$ cat src/rtl/cla_pipe_adder_if.sv
// Handshake bus for the pipelined carry-lookahead adder. The master
// drives operands and out_ready; the slave (the adder) returns in_ready
// and the registered result fields.
interface cla_pipe_adder_if #(
  parameter int WIDTH = 16
);
  logic             in_valid;
  logic             in_ready;
  logic [WIDTH-1:0] a;
  logic [WIDTH-1:0] b;
  logic             cin;
  logic             out_valid;
  logic             out_ready;
  logic [WIDTH-1:0] sum;
  logic             cout;
  logic             p_out;
  logic             g_out;
  logic             ovf;

  modport master (
    output in_valid, a, b, cin, out_ready,
    input  in_ready, out_valid, sum, cout, p_out, g_out, ovf
  );

  modport slave (
    input  in_valid, a, b, cin, out_ready,
    output in_ready, out_valid, sum, cout, p_out, g_out, ovf
  );
endinterface

$ cat src/rtl/cla_pipe_adder.sv
// Two-stage pipelined carry-lookahead adder with valid/ready handshake.
// Stage 1 registers operands plus per-bit and per-group propagate/generate
// terms; stage 2 resolves group carries, in-group carries and the result
// flags, then registers them into the output stage. Capacity is two
// transactions; in_ready is the only output that is combinational.
module cla_pipe_adder #(
  parameter int WIDTH = 16,
  parameter int GROUP = 4
) (
  input logic           clk,
  input logic           rst_n,
  cla_pipe_adder_if.slave bus
);

  // WIDTH must be a multiple of GROUP; GROUP is 2, 4 or 8.
  localparam int NG = WIDTH / GROUP;

  // Generate of one group with zero carry in (ripple-lookahead form).
  function automatic logic grp_gen(input logic [GROUP-1:0] p,
                                   input logic [GROUP-1:0] g);
    logic acc;
    acc = 1'b0;
    for (int j = 0; j < GROUP; j++) acc = g[j] | (p[j] & acc);
    return acc;
  endfunction

  // Carry into each bit of one group, given the group's carry in.
  function automatic logic [GROUP-1:0] grp_carries(input logic [GROUP-1:0] p,
                                                   input logic [GROUP-1:0] g,
                                                   input logic             c_in);
    logic [GROUP-1:0] c;
    logic             run;
    run = c_in;
    for (int j = 0; j < GROUP; j++) begin
      c[j] = run;
      run  = g[j] | (p[j] & run);
    end
    return c;
  endfunction

  // Two's-complement overflow from the sign bits: operands agree in sign
  // and the result disagrees. Equivalent to carry-into-MSB ^ carry-out.
  function automatic logic ovf_fn(input logic a_msb, input logic b_msb,
                                  input logic s_msb);
    return (a_msb ~^ b_msb) & (s_msb ^ a_msb);
  endfunction

  // Stage 0 (combinational from inputs)
  logic [WIDTH-1:0] p_p0, g_p0;
  logic [NG-1:0]    gp_p0, gg_p0;

  // Stage 1 registers
  logic [WIDTH-1:0] a_p1_q, a_p1_d, b_p1_q, b_p1_d;
  logic [WIDTH-1:0] p_p1_q, p_p1_d, g_p1_q, g_p1_d;
  logic [NG-1:0]    gp_p1_q, gp_p1_d, gg_p1_q, gg_p1_d;
  logic             cin_p1_q, cin_p1_d;
  logic             vld_p1_q, vld_p1_d;

  // Stage 2 combinational resolution
  logic [NG:0]      c_grp, z_grp;
  logic [WIDTH-1:0] carry_p1, sum_p1;

  // Output stage registers
  logic [WIDTH-1:0] sum_p2_q, sum_p2_d;
  logic             cout_p2_q, cout_p2_d;
  logic             pout_p2_q, pout_p2_d;
  logic             gout_p2_q, gout_p2_d;
  logic             ovf_p2_q, ovf_p2_d;
  logic             vld_p2_q, vld_p2_d;

  // Handshake
  logic out_adv, xfer, in_ready_c, accept;

  // Per-bit and per-group propagate/generate from the raw operands.
  always_comb begin
    p_p0  = bus.a ^ bus.b;
    g_p0  = bus.a & bus.b;
    gp_p0 = '0;
    gg_p0 = '0;
    for (int k = 0; k < NG; k++) begin
      gp_p0[k] = &p_p0[k*GROUP +: GROUP];
      gg_p0[k] = grp_gen(p_p0[k*GROUP +: GROUP], g_p0[k*GROUP +: GROUP]);
    end
  end

  // Handshake: output advances when empty or consumed; S1 accepts when
  // empty or able to move on this edge.
  always_comb begin
    out_adv    = !vld_p2_q | bus.out_ready;
    xfer       = vld_p1_q & out_adv;
    in_ready_c = !vld_p1_q | out_adv;
    accept     = bus.in_valid & in_ready_c;
  end

  assign bus.in_ready = in_ready_c;

  // Stage 1 next state: capture on accept, otherwise hold.
  always_comb begin
    a_p1_d   = accept ? bus.a   : a_p1_q;
    b_p1_d   = accept ? bus.b   : b_p1_q;
    cin_p1_d = accept ? bus.cin : cin_p1_q;
    p_p1_d   = accept ? p_p0    : p_p1_q;
    g_p1_d   = accept ? g_p0    : g_p1_q;
    gp_p1_d  = accept ? gp_p0   : gp_p1_q;
    gg_p1_d  = accept ? gg_p0   : gg_p1_q;
    vld_p1_d = accept | (vld_p1_q & !xfer);
  end

  // ---- stage 1 / stage 2 boundary ----
  // Group carries (with real cin and with cin=0 for g_out), then the
  // in-group bit carries and the sum.
  always_comb begin
    c_grp    = '0;
    z_grp    = '0;
    carry_p1 = '0;
    c_grp[0] = cin_p1_q;
    for (int k = 0; k < NG; k++) begin
      c_grp[k+1] = gg_p1_q[k] | (gp_p1_q[k] & c_grp[k]);
      z_grp[k+1] = gg_p1_q[k] | (gp_p1_q[k] & z_grp[k]);
      carry_p1[k*GROUP +: GROUP] = grp_carries(p_p1_q[k*GROUP +: GROUP],
                                               g_p1_q[k*GROUP +: GROUP],
                                               c_grp[k]);
    end
    sum_p1 = p_p1_q ^ carry_p1;
  end

  // Output stage next state: load on transfer, otherwise hold stable.
  always_comb begin
    sum_p2_d  = xfer ? sum_p1    : sum_p2_q;
    cout_p2_d = xfer ? c_grp[NG] : cout_p2_q;
    pout_p2_d = xfer ? &gp_p1_q  : pout_p2_q;
    gout_p2_d = xfer ? z_grp[NG] : gout_p2_q;
    ovf_p2_d  = xfer ? ovf_fn(a_p1_q[WIDTH-1], b_p1_q[WIDTH-1], sum_p1[WIDTH-1])
                     : ovf_p2_q;
    vld_p2_d  = xfer | (vld_p2_q & !bus.out_ready);
  end

  // Pipeline registers; asynchronous reset clears everything.
  always_ff @(posedge clk or negedge rst_n) begin
    if (!rst_n) begin
      a_p1_q    <= '0;
      b_p1_q    <= '0;
      cin_p1_q  <= 1'b0;
      p_p1_q    <= '0;
      g_p1_q    <= '0;
      gp_p1_q   <= '0;
      gg_p1_q   <= '0;
      vld_p1_q  <= 1'b0;
      sum_p2_q  <= '0;
      cout_p2_q <= 1'b0;
      pout_p2_q <= 1'b0;
      gout_p2_q <= 1'b0;
      ovf_p2_q  <= 1'b0;
      vld_p2_q  <= 1'b0;
    end else begin
      a_p1_q    <= a_p1_d;
      b_p1_q    <= b_p1_d;
      cin_p1_q  <= cin_p1_d;
      p_p1_q    <= p_p1_d;
      g_p1_q    <= g_p1_d;
      gp_p1_q   <= gp_p1_d;
      gg_p1_q   <= gg_p1_d;
      vld_p1_q  <= vld_p1_d;
      sum_p2_q  <= sum_p2_d;
      cout_p2_q <= cout_p2_d;
      pout_p2_q <= pout_p2_d;
      gout_p2_q <= gout_p2_d;
      ovf_p2_q  <= ovf_p2_d;
      vld_p2_q  <= vld_p2_d;
    end
  end

  // ---- stage 2 / output boundary ----
  assign bus.out_valid = vld_p2_q;
  assign bus.sum       = sum_p2_q;
  assign bus.cout      = cout_p2_q;
  assign bus.p_out     = pout_p2_q;
  assign bus.g_out     = gout_p2_q;
  assign bus.ovf       = ovf_p2_q;

endmodule
$ cat src/flat_wrapper.sv
// flat-port wrapper written by rule: the top's interface ports become plain ports
module cla_pipe_adder_flat 
#(
  parameter int WIDTH = 16,
  parameter int GROUP = 4
)
  (clk, rst_n, bus_in_valid, bus_a, bus_b, bus_cin, bus_out_ready, bus_in_ready, bus_out_valid, bus_sum, bus_cout, bus_p_out, bus_g_out, bus_ovf);
  cla_pipe_adder_if #(.WIDTH(WIDTH)) bus_i ();
  input logic clk;
  input logic rst_n;
  input wire logic [$bits(bus_i.in_valid)-1:0] bus_in_valid;
  input wire logic [$bits(bus_i.a)-1:0] bus_a;
  input wire logic [$bits(bus_i.b)-1:0] bus_b;
  input wire logic [$bits(bus_i.cin)-1:0] bus_cin;
  input wire logic [$bits(bus_i.out_ready)-1:0] bus_out_ready;
  output wire logic [$bits(bus_i.in_ready)-1:0] bus_in_ready;
  output wire logic [$bits(bus_i.out_valid)-1:0] bus_out_valid;
  output wire logic [$bits(bus_i.sum)-1:0] bus_sum;
  output wire logic [$bits(bus_i.cout)-1:0] bus_cout;
  output wire logic [$bits(bus_i.p_out)-1:0] bus_p_out;
  output wire logic [$bits(bus_i.g_out)-1:0] bus_g_out;
  output wire logic [$bits(bus_i.ovf)-1:0] bus_ovf;
  assign bus_i.in_valid = bus_in_valid;
  assign bus_i.a = bus_a;
  assign bus_i.b = bus_b;
  assign bus_i.cin = bus_cin;
  assign bus_i.out_ready = bus_out_ready;
  assign bus_in_ready = bus_i.in_ready;
  assign bus_out_valid = bus_i.out_valid;
  assign bus_sum = bus_i.sum;
  assign bus_cout = bus_i.cout;
  assign bus_p_out = bus_i.p_out;
  assign bus_g_out = bus_i.g_out;
  assign bus_ovf = bus_i.ovf;
  cla_pipe_adder #(.WIDTH(WIDTH), .GROUP(GROUP)) u_core (.clk(clk), .rst_n(rst_n), .bus(bus_i));
endmodule
$ cat config.mk
export PLATFORM = sky130hd
export DESIGN_NAME = cla_pipe_adder_flat
export DESIGN_NICKNAME = d
export VERILOG_FILES = /design/src/rtl/cla_pipe_adder_if.sv /design/src/rtl/cla_pipe_adder.sv /design/src/flat_wrapper.sv
export SDC_FILE = /design/constraint.sdc
export NUM_CORES = 1
export LEC_CHECK = 0
export ABC_CLOCK_PERIOD_IN_PS = 8000
export CAP_MARGIN = 20
export CORE_MARGIN = 2
export CORE_UTILIZATION = 36
export DETAILED_ROUTE_END_ITERATION = 12
export PLACE_DENSITY = 0.59
export SLEW_MARGIN = 20
export SYNTH_ARGS = -nofsm -noshare
export SYNTH_HDL_FRONTEND = slang
export SYNTH_SLANG_ARGS = --single-unit
$ cat constraint.sdc
create_clock -name clk -period 8 [get_ports clk]
set_input_delay 1.6 -clock clk [delete_from_list [all_inputs] [get_ports clk]]
set_output_delay 1.6 -clock clk [all_outputs]
set_load 0.01 [all_outputs]
==> Word-level counts from Yosys, hierarchy flattened <==
Index checks and enable logic that the tools add are counted.
{ "classes": {"reduce_logical": 9, "n_bitwise": 76} }
{ "op_table": {"columns": ["op", "count"], "rows": [
  ["AND 1 bit", 36],
  ["OR 1 bit", 35],
  ["XOR 16 bit", 2],
  ["AND reduction 4 bit", 5],
  ["AND 16 bit", 1],
  ["zero test 1 bit", 4],
  ["XNOR 1 bit", 1],
  ["XOR 1 bit", 1]
]} }
{ "totals": {"ff_bits": 94, "input_bits": 37, "elab_cells": 99, "output_inout_bits": 22} }

==> Logic depth before layout (Yosys ltp) <==
Gate-level depths: netlist of the first run.
{ "logic_depth": {"ltp_word": 15, "ltp_mapped": 12, "depth_no_buf": 12} }

==> Worst setup path before layout of the first run <==
Ideal clock, no wire load.
{ "synth_timing": {"path_kind": "input port to output port", "from": "in bus_out_ready", "to": "out bus_in_ready", "path_stages": 1, "path_slack_ps": 4576, "arrival_time_ps": 1824, "path_cell_list": "nand3b_1"} }
{ "synth_between": {"elab_chain_len": 2} }
{ "synth_rtl": {"columns": ["element", "line_no", "text"], "rows": [
  ["start: declaration", "flat_wrapper.sv:15", "input wire logic [$bits(bus_i.out_ready)-1:0] bus_out_ready;"],
  ["OR 1 bit", "cla_pipe_adder.sv:89", "out_adv = !vld_p2_q | bus.out_ready;"],
  ["OR 1 bit", "cla_pipe_adder.sv:91", "in_ready_c = !vld_p1_q | out_adv;"],
  ["end: declaration", "flat_wrapper.sv:16", "output wire logic [$bits(bus_i.in_ready)-1:0] bus_in_ready;"]
]} }
Every way passes these cells.

==> Worst setup path in the final report of the first run <==
Same ends and word-level chain as after synthesis.

==> metrics.yaml, run 1 <==
outcome:
  status: "finished, final reports clean"
clock_tree:
  htree_levels: 3
  cts_tree: "done"
  clkLatencyLatePin_ns: 0.33
  cts.path.max_buffers: 2
  cts_root_buf: "clkbuf_8"
  hold_buffers: 0
  cts_buffers: 9
  cts_resized: 0
  cts_setup_buffers: 0
  clock-sinks: 61
  clk_pin_slew_worst_paths_ns: 0.07
route:
  via_per_inst: 4.72
  vias: 2148
  routedWlPerCell_um: 13.1
  first_pass_iters: 4
  route.final.wire_length_um: 5970
  ant_nets: 0
  drt_iter0_markers: 80
  drc_errors: 0
timing:
  tns_ns: 0
  grt_setup_unrepaired: "false"
  post-route-min-period_ns: 4.39
  slew-limit-headroom_pct: 49.0
  worst_clock_skew_ns: 0.00468
  tightest_slew_ns: 0.765
  whs_ns: 0.471
  finalHoldViolations: 0
  maxSlewViolCount: 0
  setup_violations: 0
  finalCritPeriodShare_pct: 54.9
  max_freq_mhz: 228
global_route:
  grt_pass1_vias: 2186
  grt_overflow: 0
  antenna_found_initial: 0
  grt_max_degree: 62
  grt.total_usage_pct: 14.7
  grt_pass1_wl_um: 9950
finish:
  antennaDiodeCount: 0
  drive_gt1_share_pct: 11.9
  fin_area_um2: 3770
  area_growth_syn_to_layout_pct: 28.4
  stdcell_count: 455
  layout_commonest_cell: "nand2_1"
  final_nets: 413
  mostFrequentLayoutCells: "nand2_1, dfrtp_1, clkdlybuf4s50_1, ha_1"
floorplan:
  dieArea_um2: 8900
  num_rows: 32
  io_pins: 59
  core_region_area_um2: 7810
  dieHeight_um: 94.3
  die-width_um: 94.3
  start_util_pct: 37.6
synth:
  ys_seq_elements: 61
  avgSynthCellArea_um2: 10.2
  synthesis.nets: 352
  syn_inst: 287
  netlist.top_cell.by_area: "dfrtp_1"
  synth_cell_types: 24
  yosysWarnings: 0
  yosysTopAreaCellShare_pct: 52.0
  seq_area_frac_synth_pct: 52.0
  syn_area_um2: 2940
  yosys-top-cells-area: "dfrtp_1, nand2_1, ha_1"
place:
  dp_hpwl_um: 4220
  placed_area_um2: 3580
  place_inst: 439
  port_buffers: 58
  gp_congestion: 0.765
critical_path:
  arrival_ns: 2.79
  cp-end-kind: "output port"
  crit_fanout: 4
  critical_path_class: "primary input to output port"
  worstPathRequired_ns: 6.40
  reg2reg_slack_ns: 5.09
  cp-start-kind: "primary input"
pwr:
  p_total_w: 0.000951
  powerDensity_nw_per_um2: 252
  ir_worst_vdd_uv: 98.0
  leakage_nw: 1.86
worst_hold_path:
  hold_path_class: "register to register"
run:
  drv_cap: 0
==> per-stage QoR <==
| stage | setup slack (ns) | util, % |
|---|---|---|
| after floorplan | 4.58 | - |
| after global routing | 3.54 | 48.3 |
| after CTS | 3.60 | 48.3 |
| after global placement | 3.63 | 45.8 |
| after detailed placement | 3.61 | 45.8 |
| final | 3.61 | 48.3 |
==> power breakdown <==
group	switching, W	total [W]	leakage (nW)	internal (W)
Combinational	0.000110	0.000270	1.01	0.000160
Sequential	0.0000388	0.000414	0.748	0.000375
Clock	0.000117	0.000267	0.103	0.000150
==> worst max-delay path, cell delays in order <==
cell	delay, ns
clkdlybuf4s50_1	0.47
nand3b_1	0.16
clkdlybuf4s50_1	0.56
==> kinds of logic after synthesis <==
logic type | synth area share [%]
adders and majority gates | 11.9
buffers and inverters | 2.85
DFF | 52.0
AOI/OAI and AO/OA | 5.58
and+or+nand+nor | 20.6
xor gates and xnor gates | 1.19
muxes | 5.88
==> layout make-up <==
| cell class | count | area (um^2) |
|---|---|---|
| Clock inverter | 5 | 50.0 |
| Timing Repair Buffer | 61 | 598 |
| Multi-Input combinational cell | 215 | 1330 |
| Clock buffer | 11 | 141 |
| Tap cell | 102 | 128 |
| Sequential cell | 61 | 1530 |
| Fill cell | 760 | 4040 |
==> path summary, 6_finish.rpt <==
check                                       from                  to  cells after the start
worst max-delay path               bus_out_ready        bus_in_ready                      3
worst min-delay path            u_core.g_p1_q[1]    u_core.g_p1_q[1]                      2
worst max register to register   u_core.cin_p1_q      u_core.bus.ovf                     12
worst min register to register  u_core.g_p1_q[1]    u_core.g_p1_q[1]                      2
max in group asynchronous                  rst_n  u_core.bus.sum[14]                      2
min in group asynchronous                  rst_n   u_core.bus.sum[6]                      2
==> Yosys cell counts (all sizes together) <==
cell type,instances
a21o,7
nand3b,1
nand3,6
clkbuf,1
or4,1
nand2b,3
mux2,13
xor2,4
nand2,106
o21ai,10
ha,28
nor2,9
a31oi,5
and2,2
or2,8
a21oi,6
buf,10
nand4,6
dfrtp,61
==> routing by layer <==
| layer | track usage (%) | part of all wire, % | wire length (um) | up-vias |
|---|---|---|---|---|
| li1 | - | - | - | 1079 |
| met1 | 19.4 | 47 | 2830 | 1013 |
| met2 | 22.7 | 45 | 2710 | 46 |
| met3 | 2.79 | 4.8 | 289 | 10 |
| met4 | 8.70 | 2.4 | 145 | 0 |
| met5 | 0 | 0 | 0 | - |
==> state kept, by name (all words and copies together) (netlist names) <==
register / cells
u_core.bus.cout: 1
u_core.bus.p_out: 1
u_core.cin_p1_q: 1
u_core.b_p1_q: 1
u_core.bus.sum: 16
u_core.gg_p1_q: 4
u_core.p_p1_q: 16
u_core.bus.g_out: 1
u_core.vld_p1_q: 1
u_core.a_p1_q: 1
u_core.gp_p1_q: 4
u_core.bus.out_valid: 1
u_core.g_p1_q: 12
u_core.bus.ovf: 1
(Power assumes the default switching activity.)
==> run 2: changes to the inputs <==
ABC_CLOCK_PERIOD_IN_PS = 3600   (was 8000)
PLACE_DENSITY = 0.62   (was 0.59)
clock period = 3.6 ns   (was 8 ns; I/O delays follow)
==> metrics.yaml, run 2 (synthesis results as in run 1) <==
outcome:
  status: "finished, final reports clean"
clock_tree:
  htree_levels: 3  # unchanged
  clock-sinks: 61  # unchanged
  cts_buffers: 9  # unchanged
  hold_buffers: 0  # unchanged
  cts_setup_buffers: 0  # unchanged
  cts_root_buf: "clkbuf_8"
  clkLatencyLatePin_ns: 0.33  # about the same
  cts.path.max_buffers: 2  # unchanged
  clk_pin_slew_worst_paths_ns: 0.06  # about the same
  cts_resized: 0  # unchanged
  cts_tree: "done"
timing:
  worst_slack_ns: 0.723  # -2.88 ns
  finalHoldViolations: 0  # unchanged
  worst_clock_skew_ns: 0.00853  # +0.00385 ns
  max_freq_mhz: 348
  tns_ns: 0  # unchanged
  post-route-min-period_ns: 2.88
  setup_violations: 0  # unchanged
  finalCritPeriodShare_pct: 79.9
  tightest_slew_ns: 0.847  # +0.0815 ns
  grt_setup_unrepaired: "false"
  maxSlewViolCount: 0  # unchanged
  slew-limit-headroom_pct: 43.4  # -5.6 points
finish:
  area_growth_syn_to_layout_pct: 27.7
  layout_commonest_cell: "nand2_1"
  fillCellCount: 735  # -3.3%
  antennaDiodeCount: 0  # unchanged
  final_nets: 414  # +0.24%
  mostFrequentLayoutCells: "nand2_1, dfrtp_1, clkdlybuf4s50_1, ha_1, clkbuf_8"
  fin_area_um2: 3750  # -0.50%
  drive_gt1_share_pct: 11.6  # -0.25 points
critical_path:
  cp-start-kind: "register"
  critical_path.cell_chain: "a21o_1 -> a21o_1 -> a21o_1 -> ha_1 -> or2_2 -> ha_1 -> or2_2 -> ha_1 -> nor2_1 -> xor2_1 -> or4_1 -> nand3_1"
  crit_fanout: 3  # -1
  arrival_ns: 3.14  # +0.35 ns
  slowest_stage: "dfrtp_1"
  cp-end-kind: "register"
  worstPathRequired_ns: 3.86  # -2.54 ns
  critical_path_class: "register to register"
  path_buf_inv: 0  # -2
  crit_path_max_incr_delay_ns: 0.40  # -0.16 ns
  crit_family: "simple AND/OR/NAND/NOR gates"
floorplan:
  core_region_area_um2: 7810  # unchanged
  die-width_um: 94.3  # unchanged
  num_rows: 32  # unchanged
  dieHeight_um: 94.3  # unchanged
  dieArea_um2: 8900  # unchanged
  start_util_pct: 37.6  # unchanged
  io_pins: 59  # unchanged
global_route:
  grt_pass1_wl_um: 10100  # +1.8%
  grt_max_degree: 42  # -32%
  grt_pass1_vias: 2118  # -3.1%
  grt.total_usage_pct: 15.1  # +0.31 points
  grt_overflow: 0  # unchanged
  antenna_found_initial: 0  # unchanged
route:
  ant_nets: 0  # unchanged
  drt_iter0_markers: 156  # +95%
  first_pass_iters: 4  # unchanged
  route.final.wire_length_um: 6030  # +0.99%
  routedWlPerCell_um: 13.3  # +1.2%
  via_per_inst: 4.70  # -0.53%
  drc_errors: 0  # unchanged
  vias: 2132  # -0.74%
pwr:
  leakage_nw: 1.85  # -0.54%
  powerDensity_nw_per_um2: 545  # +120%
  ir_worst_vdd_uv: 242  # +150%
place:
  gp_congestion: 0.793  # +3.7%
  dp_hpwl_um: 4470  # +6.0%
  port_buffers: 58  # unchanged
  place_ws_ns: 0.727  # -2.88 ns
  placed_area_um2: 3590  # +0.21%
worst_hold_path:
  hold_path_class: "primary input to asynchronous set/reset pin"
run:
  drv_cap: 0  # unchanged
-- run 2: power breakdown --
group	total (W)	internal [W]	switching, W
registers	0.000921	0.000833	0.0000876
clock network	0.000518	0.000277	0.000240
logic	0.000606	0.000356	0.000249
-- run 2: stage by stage --
stage	instances	power, W	hold WS, ns	util [%]
2_1_floorplan	287	0.00124	0.424	-
3_3_place_gp	440	0.00155	0.450	45.9
3_5_place_dp	440	0.00155	0.455	45.9
4_1_cts	454	0.00208	0.350	48.1
5_1_grt	454	0.00218	0.369	48.1
6_report	454	0.00204	0.337	48.1
-- run 2: area by class of cell --
class | count | area, um^2 | share of cell area [%]
repair buffers | 62 | 606 | 16.1
flip-flops and latches | 61 | 1530 | 40.7
well taps | 102 | 128 | 3.40
clock inverters | 2 | 10.0 | 0.267
clock buffers | 12 | 155 | 4.13
multi-input cells | 215 | 1330 | 35.4
-- run 2: routing by layer --
metal  part of all wire, %  global-route usage (%)  vias to the layer above
met5                     0                       0                        -
met4                   2.0                    7.49                        0
met3                   5.5                    3.51                       10
met2                    47                    23.0                       61
met1                    45                    20.1                      982
li1                      -                       -                     1079
-- run 2: final timing paths --
kind	to	from	slack (ns)	cells past startpoint
setup / recovery	u_core.bus.ovf	u_core.cin_p1_q	0.72	12
hold / removal	u_core.a_p1_q[15]	rst_n	0.34	1
setup reg to reg	u_core.bus.ovf	u_core.cin_p1_q	0.72	12
hold reg to reg	u_core.g_p1_q[5]	u_core.g_p1_q[5]	0.47	2
max in group asynchronous	u_core.g_p1_q[5]	rst_n	2.37	2
min in group clk	u_core.g_p1_q[5]	u_core.g_p1_q[5]	0.47	2
==> run 3: changes to the inputs <==
ABC_CLOCK_PERIOD_IN_PS = 2900   (was 3600)
PLACE_DENSITY = 0.59   (was 0.62)
clock period = 2.9 ns   (was 3.6 ns; I/O delays follow)
==> metrics.yaml, run 3 (synthesis results as in run 1) <==
pwr:
  leakage_nw: 1.93  # +4.2%
  p_total_w: 0.00279  # +37%
  comb_power_share_pct: 28.4  # -1.2 points
  p_clk_share_pct: 30.6  # +5.3 points
  powerDensity_nw_per_um2: 712  # +31%
  seq_power_share_pct: 41.0  # -4.1 points
  p_sw_share_pct: 27.2  # -1.0 points
  ir_worst_vdd_uv: 274  # +13%
  p_int_w: 0.00203  # +38%
  p_switching_w: 0.000760  # +32%
finish:
  stdcell_count: 463  # +2.0%
  layout_commonest_cell: "nand2_1"
  fillCellCount: 754  # +2.6%
  final_nets: 421  # +1.7%
  antennaDiodeCount: 0  # unchanged
  area_growth_syn_to_layout_pct: 33.3
  drive_gt1_share_pct: 15.2  # +3.6 points
  mostFrequentLayoutCells: "nand2_1, dfrtp_1, clkdlybuf4s50_1, ha_1, clkbuf_8"
floorplan:
  num_rows: 32  # unchanged
  die-width_um: 94.3  # unchanged
  dieArea_um2: 8900  # unchanged
  io_pins: 59  # unchanged
  dieHeight_um: 94.3  # unchanged
  start_util_pct: 37.6  # unchanged
  core_region_area_um2: 7810  # unchanged
place:
  dp_hpwl_um: 4340  # -3.0%
  port_buffers: 58  # unchanged
  gp_congestion: 0.767  # -3.3%
  place_inst: 444  # +0.91%
timing:
  max_freq_mhz: 360  # +3.4%
  post-route-min-period_ns: 2.78  # -0.0957 ns
  slew-limit-headroom_pct: 56.5  # +13 points
  setup_violations: 0  # unchanged
  tightest_slew_ns: 0.652  # -0.195 ns
  grt_setup_unrepaired: "false"
  tns_ns: 0  # unchanged
  finalHoldViolations: 0  # unchanged
  whs_ns: 0.239  # -0.0977 ns
  finalCritPeriodShare_pct: 95.9  # +16 points
  worst_clock_skew_ns: 0.0115  # +0.00293 ns
  maxSlewViolCount: 0  # unchanged
worst_hold_path:
  hold_path_class: "primary input to asynchronous set/reset pin"
clock_tree:
  clkLatencyLatePin_ns: 0.34  # about the same
  cts.path.max_buffers: 2  # unchanged
  cts_buffers: 9  # unchanged
  htree_levels: 3  # unchanged
  cts_root_buf: "clkbuf_8"
  cts_tree: "done"
  clock-sinks: 61  # unchanged
  clk_pin_slew_worst_paths_ns: 0.07  # about the same
  hold_buffers: 0  # unchanged
critical_path:
  cp-start-kind: "register"
  rr_worst_depth: 12  # unchanged
  reg2reg_slack_ns: 0.12  # -0.60 ns
  crit_fanout: 3  # unchanged
  reg2reg_to: "u_core.bus.ovf"
  reg2reg_from: "u_core.gp_p1_q[0]"
  arrival_ns: 3.06  # -0.08 ns
  timing.critical_path.from: "u_core.gp_p1_q[0]"
  worstPathRequired_ns: 3.17  # -0.69 ns
  cp-end-kind: "register"
  critical_path_class: "register to register"
route:
  first_pass_iters: 4  # unchanged
  drc_errors: 0  # unchanged
  route.final.wire_length_um: 6190  # +2.7%
  ant_nets: 0  # unchanged
  vias: 2187  # +2.6%
  drt_iter0_markers: 119  # -24%
  via_per_inst: 4.72  # +0.59%
  routedWlPerCell_um: 13.4  # +0.71%
global_route:
  grt_overflow: 0  # unchanged
  grt.total_usage_pct: 15.3  # +0.28 points
  antenna_found_initial: 0  # unchanged
  grt_pass1_vias: 2162  # +2.1%
  grt_max_degree: 62  # +48%
  grt_pass1_wl_um: 10300  # +1.9%
run:
  drv_cap: 0  # unchanged
outcome:
  status: "finished, final reports clean"
==> run 3: final cells by class <==
| cell class | count | area (um^2) | share of cell area (%) |
|---|---|---|---|
| clock buffer | 12 | 155 | 3.96 |
| clock inverter | 4 | 70.1 | 1.79 |
| multi-input combinational | 215 | 1370 | 34.9 |
| sequential | 61 | 1530 | 39.0 |
| tap | 102 | 128 | 3.26 |
| timing repair buffer | 69 | 671 | 17.1 |
==> run 3: worst max path at each step <==
stage                                end  slack [ns]
after floorplan           u_core.bus.ovf        0.16
after global placement    u_core.bus.ovf        0.08
after detailed placement  u_core.bus.ovf        0.05
after CTS                 u_core.bus.ovf        0.03
after global routing      u_core.bus.ovf        0.02
final                     u_core.bus.ovf        0.12
==> run 3: layer usage <==
| metal | vias to the layer above | GRT usage (%) | wire (um) |
|---|---|---|---|
| met1 | 1031 | 21.4 | 2950 |
| met4 | 0 | 6.16 | 96 |
| met2 | 55 | 23.0 | 2830 |
| li1 | 1095 | - | - |
| met3 | 6 | 3.83 | 311 |
| met5 | - | 0 | 0 |
==> run 3: power groups by stage <==
stage | logic [W] | registers [W] | clock network (W)
2_1_floorplan | 0.000347 | 0.00119 | 0
3_3_place_gp | 0.000773 | 0.00116 | 0
3_5_place_dp | 0.000777 | 0.00116 | 0
4_1_cts | 0.000782 | 0.00115 | 0.000869
5_1_grt | 0.000881 | 0.00117 | 0.000910
6_report | 0.000792 | 0.00114 | 0.000854
==> run 3: per-stage QoR <==
stage          instance area (um^2)  worst slack (ns)  util (%)
2_1_floorplan                  2940             0.162         -
3_3_place_gp                   3630            0.0804      46.5
3_5_place_dp                   3630            0.0501      46.5
4_1_cts                        3850            0.0331      49.4
5_1_grt                        3920            0.0167      50.2
6_report                       3920             0.119      50.2
==> run 3: timing repair <==
action / in CTS / in global routing
setup endpoints to repair: 0 / 1
resized for setup: 0 / 8
setup buffers: 0 / 3
==> run 3: worst max-delay path, cell delays in order, from the launching register on <==
cell	delay (ns)
dfrtp_1	0.38
a21o_1	0.19
a21o_1	0.17
a21o_1	0.16
ha_1	0.18
or2_2	0.27
ha_1	0.19
or2_4	0.24
ha_4	0.16
nor2_4	0.09
xor2_2	0.09
or4_4	0.53
nand3_2	0.08
